===== config.mk =====
export PLATFORM = sky130hd
export DESIGN_NAME = uart_pkt_tx
export DESIGN_NICKNAME = d
export VERILOG_FILES = /design/src/rtl/uart_pkt_pkg.sv /design/src/rtl/uart_pkt_tx.sv
export SDC_FILE = /design/constraint.sdc
export NUM_CORES = 1
export LEC_CHECK = 0
export CAP_MARGIN = 15
export CORE_MARGIN = 1
export CORE_UTILIZATION = 53
export DETAILED_ROUTE_END_ITERATION = 10
export HOLD_SLACK_MARGIN = 0.1
export PLACE_DENSITY = 0.9
export SYNTH_ARGS = -nofsm -noshare
export SYNTH_HDL_FRONTEND = slang
export SYNTH_SLANG_ARGS = --single-unit

===== constraint.sdc =====
create_clock -name clk_i -period 2.52 [get_ports clk_i]
set_input_delay 0.378 -clock clk_i [delete_from_list [all_inputs] [get_ports clk_i]]
set_output_delay 0.378 -clock clk_i [all_outputs]
set_load 0.01 [all_outputs]

===== src/rtl/uart_pkt_pkg.sv =====
// Shared types and helpers for the UART packet framer.
package uart_pkt_pkg;

  typedef enum logic [1:0] {IDLE, SEND, WAIT} pkt_state_t;

  localparam logic [7:0] HDR_DEFAULT = 8'hA5;

  function automatic logic [7:0] chk_add(input logic [7:0] acc, input logic [7:0] data_byte);
    return acc + data_byte;
  endfunction

endpackage


===== src/rtl/uart_pkt_tx.sv =====
// Packet framer: header, payload MSB first, optional two's-complement checksum,
// handed byte by byte to a UART transmitter paced by tx_rdy_i.
module uart_pkt_tx
  import uart_pkt_pkg::*;
#(
  parameter int unsigned PAYLOAD_BYTES = 3,
  parameter logic [7:0]  HDR_BYTE      = HDR_DEFAULT,
  parameter bit          CHK_EN        = 1'b1
) (
  input  logic                       clk_i,
  input  logic                       rst_i,
  input  logic                       pkt_vld_i,
  input  logic [8*PAYLOAD_BYTES-1:0] pkt_data_i,
  output logic                       pkt_rdy_o,
  input  logic                       tx_rdy_i,
  output logic                       tx_start_o,
  output logic [7:0]                 tx_data_o,
  output logic                       busy_o,
  output logic                       pkt_done_o
);

  localparam int unsigned Total = 1 + PAYLOAD_BYTES + (CHK_EN ? 1 : 0);
  localparam int unsigned IdxW  = $clog2(Total);
  localparam int unsigned PayW  = 8 * PAYLOAD_BYTES;

  localparam logic [IdxW-1:0] LastIdx    = IdxW'(Total - 1);
  localparam logic [IdxW-1:0] LastPayIdx = IdxW'(PAYLOAD_BYTES);

  pkt_state_t      state_q;
  logic [PayW-1:0] shadow_q;
  logic [IdxW-1:0] byte_idx_q;
  logic [7:0]      chk_q;
  logic [7:0]      tx_data_q;
  logic            busy_seen_q;

  logic            wait_exit;
  logic            last_byte;
  logic [7:0]      next_pay;

  // Exit WAIT only after the transmitter has visibly gone busy and come back.
  assign wait_exit  = (state_q == WAIT) && busy_seen_q && tx_rdy_i;
  assign last_byte  = (byte_idx_q == LastIdx);
  assign next_pay   = shadow_q[PayW-1 -: 8];

  assign pkt_rdy_o  = (state_q == IDLE);
  assign busy_o     = ~pkt_rdy_o;
  assign tx_start_o = (state_q == SEND) && tx_rdy_i;
  assign pkt_done_o = wait_exit && last_byte;
  assign tx_data_o  = tx_data_q;

  always_ff @(posedge clk_i) begin
    if (rst_i) begin
      state_q     <= IDLE;
      shadow_q    <= '0;
      byte_idx_q  <= '0;
      chk_q       <= 8'h00;
      tx_data_q   <= 8'h00;
      busy_seen_q <= 1'b0;
    end else begin
      unique case (state_q)
        IDLE: begin
          if (pkt_vld_i) begin
            shadow_q   <= pkt_data_i;
            byte_idx_q <= '0;
            chk_q      <= 8'h00;
            tx_data_q  <= HDR_BYTE;
            state_q    <= SEND;
          end
        end
        SEND: begin
          if (tx_rdy_i) begin
            busy_seen_q <= 1'b0;
            state_q     <= WAIT;
          end
        end
        WAIT: begin
          if (!tx_rdy_i) begin
            busy_seen_q <= 1'b1;
          end else if (busy_seen_q) begin
            if (last_byte) begin
              state_q <= IDLE;
            end else begin
              byte_idx_q <= byte_idx_q + 1'b1;
              state_q    <= SEND;
              if (byte_idx_q < LastPayIdx) begin
                tx_data_q <= next_pay;
                chk_q     <= chk_add(chk_q, next_pay);
                shadow_q  <= shadow_q << 8;
              end else begin
                tx_data_q <= 8'h00 - chk_q;
              end
            end
          end
        end
        default: state_q <= IDLE;
      endcase
    end
  end

endmodule


==> impl_metrics.tcl <==
set metrics [dict create \
    status "complete, no violations" \
    setup-tns-final_ps 0 \
    fill_cells 366 \
    htree_levels 2 \
    drtIter0Drc 142 \
    dr_total_vias 2140 \
    core_um2 4350 \
    grt_pass1_vias 2047 \
    rsz0062_at_grt "no" \
    ys.flop_type "dfxtp_1" \
    yosysSeqAreaShare_pct 38.5 \
    cp_slowest_stage_delay_ps 530 \
    cp.required_ps 2140 \
    grt_usage_pct 23.2 \
    path_clk_slew_ps 80 \
    clock-sinks 46 \
    dp_slack_ps 359 \
    cts_resized 0 \
    multiInputGateArea_um2 1330 \
    max_slew_margin_pct 55.2 \
    period_share_pct 87.6 \
    ys_seq_elements 46 \
    layout_min_cycle_time_ps 2210 \
    cts.root.buffer_cell "clkbuf_8" \
    hold_violations 0 \
    syn_area_um2 2390 \
    worst_slew_pin_slew_ps 672 \
    numCtsBuffers 5 \
    antenna_found_initial 0 \
    grt_overflow 0 \
    rr_worst_depth 7 \
    postCtsSetupRepairBufs 0 \
    setup-violations-final 0 \
    layout.nets 359 \
    die_area_um2 4780 \
    antenna_cells 0 \
    grt_max_degree 40 \
    path_delay_family "buffers and inverters" \
    drc 0 \
    finalWorstSetupSlack_ps 313 \
    synth_edf_count 0 \
    critPathMaxFanout 8 \
    holdCritPathClass "reg -> reg" \
    cts_hold_buf 0 \
    synth.avg_cell_area_um2 8.24 \
    die_y_um 69.2 \
    io_pins 40 \
    wirelength_mm 5.18 \
    yosysTopAreaCellShare_pct 38.5 \
    gp_congestion 0.851 \
    synth_nets 329 \
    critPathBufInv 1 \
    syn_inst 290 \
    final_antenna_net_count 0 \
    drive_gt1_share_pct 5.92 \
    yosys-top-cells-area "dfxtp_1 (39%), nand2_1 (7.2%), nor2_1 (6.9%)" \
    maxSlewViolCount 0 \
    critical_path_class "reg -> out" \
    grt_pass1_wl_mm 9.03 \
    power.density_nw_per_um2 530 \
    final-seq-area_um2 921 \
    synth_cell_types 47 \
    fmax_mhz 453 \
    arrival_ps 1830 \
    ys_warn_count 0 \
    final_core_util_pct 66.1 \
    insertion_delay_ps 310 \
    viasPerCell 5.74 \
    max-vdd-ir-drop_mv 0.397 \
    first_pass_iters 4 \
    post-dp-hpwl_mm 3.67 \
    async_flop_share_pct 0 \
    area_delta_synth_final_pct 20.5 \
    initial_core_util_pct 54.9 \
    drv_cap 0 \
    skew_ps 2.74 \
    die_w_um 69.2 \
    finalNonFillerCells 373 \
    wl_per_cell_um 13.9 \
    rows 24 \
    endpoint_kind "output port" \
    whs_path_depth 2 \
    crit_path_cell_trace "nor2b_1 -> nand3_2 -> nor2_1 -> clkdlybuf4s50_1" \
    cts_tree "done" \
    hold_slack_ps 478 \
    yosys.area.top_type "dfxtp_1" \
    critPathLaunchType "register" \
    place_inst 365 \
    cp.depth 4 \
    slowest_stage "clkdlybuf4s50_1" \
    clockBufferDepth 2 \
    port_buffers 39 \
    cellLeakagePower_uw 0.00115 \
]
## layout make-up
cell class	count	share of cell area [%]
clock buffers	6	2.52
clock inverters	2	0.478
inverters	8	1.04
multi-input cells	216	46.3
flip-flops and latches	46	32.0
well taps	52	2.26
repair buffers	43	15.5
## layout by cell type, fill, tap and decap left out, types with 3 or more instances in the layout
master,count
nand2_1,46
dfxtp_1,46
nor2_1,43
clkdlybuf4s50_1,39
a311oi_1,16
a21oi_1,15
a22oi_1,13
ha_1,10
inv_1,8
a211oi_1,8
xor2_1,7
nand3_1,6
o21ai_0,5
nor3_1,5
clkbuf_8,5
xnor2_1,4
a21o_1,3
nand3b_1,3
## tightest hold or removal path, stage by stage, from the launching register on
cell and delay, ps:
dfxtp_1 320, nand2_1 50, a311oi_1 70
## flip-flops by register name (all words and copies together) (netlist names)
name	cells
shadow_q	24
chk_q	8
tx_data_o	8
byte_idx_q	3
state_q	2
busy_seen_q	1
## Yosys cell counts (3+ instances only)
library cell / count
xnor2_1: 4
a21oi_1: 15
nand3_1: 6
nor3_1: 5
a22oi_1: 13
ha_1: 10
nor2_1: 44
nand3b_1: 3
o21ai_0: 5
a21o_1: 3
a311oi_1: 16
clkbuf_1: 5
a211oi_1: 8
buf_2: 10
nand2_1: 46
xor2_1: 7
inv_1: 8
dfxtp_1: 46
## kinds of logic after synthesis
logic type      after synthesis  synth area share (%)
simple gates                119                  21.6
compound gates               72                  22.7
flops                        46                  38.5
buf+inv                      28                  5.86
xor+xnor                     11                  4.03
fa+ha+maj                    11                  6.07
mux                           3                  1.31
## metrics by stage
stage,instance area (um^2),power (uW)
4_1_cts,2880,1540
3_5_place_dp,2790,1100
5_1_grt,2880,1600
6_report,2880,1530
2_1_floorplan,2390,991
3_3_place_gp,2790,1080
## routing by layer
metal | up-vias | share of wire (%) | global-route usage [%]
met2 | 59 | 49 | 38.8
li1 | 1083 | - | -
met3 | 11 | 5.5 | 5.99
met5 | - | 0 | 0
met4 | 0 | 1.8 | 9.07
met1 | 987 | 44 | 28.2
## final timing paths
path	startpoint	to	slack [ps]
worst max-delay path	state_q[1]$_SDFFE_PP0P_	pkt_done_o	310
worst min-delay path	shadow_q[12]$_SDFFE_PP0P_	shadow_q[20]$_SDFFE_PP0P_	480
worst max register to register	chk_q[0]$_SDFFE_PP0P_	chk_q[6]$_SDFFE_PP0P_	380
worst min register to register	shadow_q[12]$_SDFFE_PP0P_	shadow_q[20]$_SDFFE_PP0P_	480
## power breakdown
| group | internal, uW | leakage, uW | switching (uW) |
|---|---|---|---|
| clock network | 196 | 0.0000452 | 250 |
| registers | 771 | 0.000377 | 38.6 |
| logic | 132 | 0.000732 | 138 |
| total | 1100 | 0.00115 | 427 |
No activity file was read; power rests on OpenSTA's default activity.
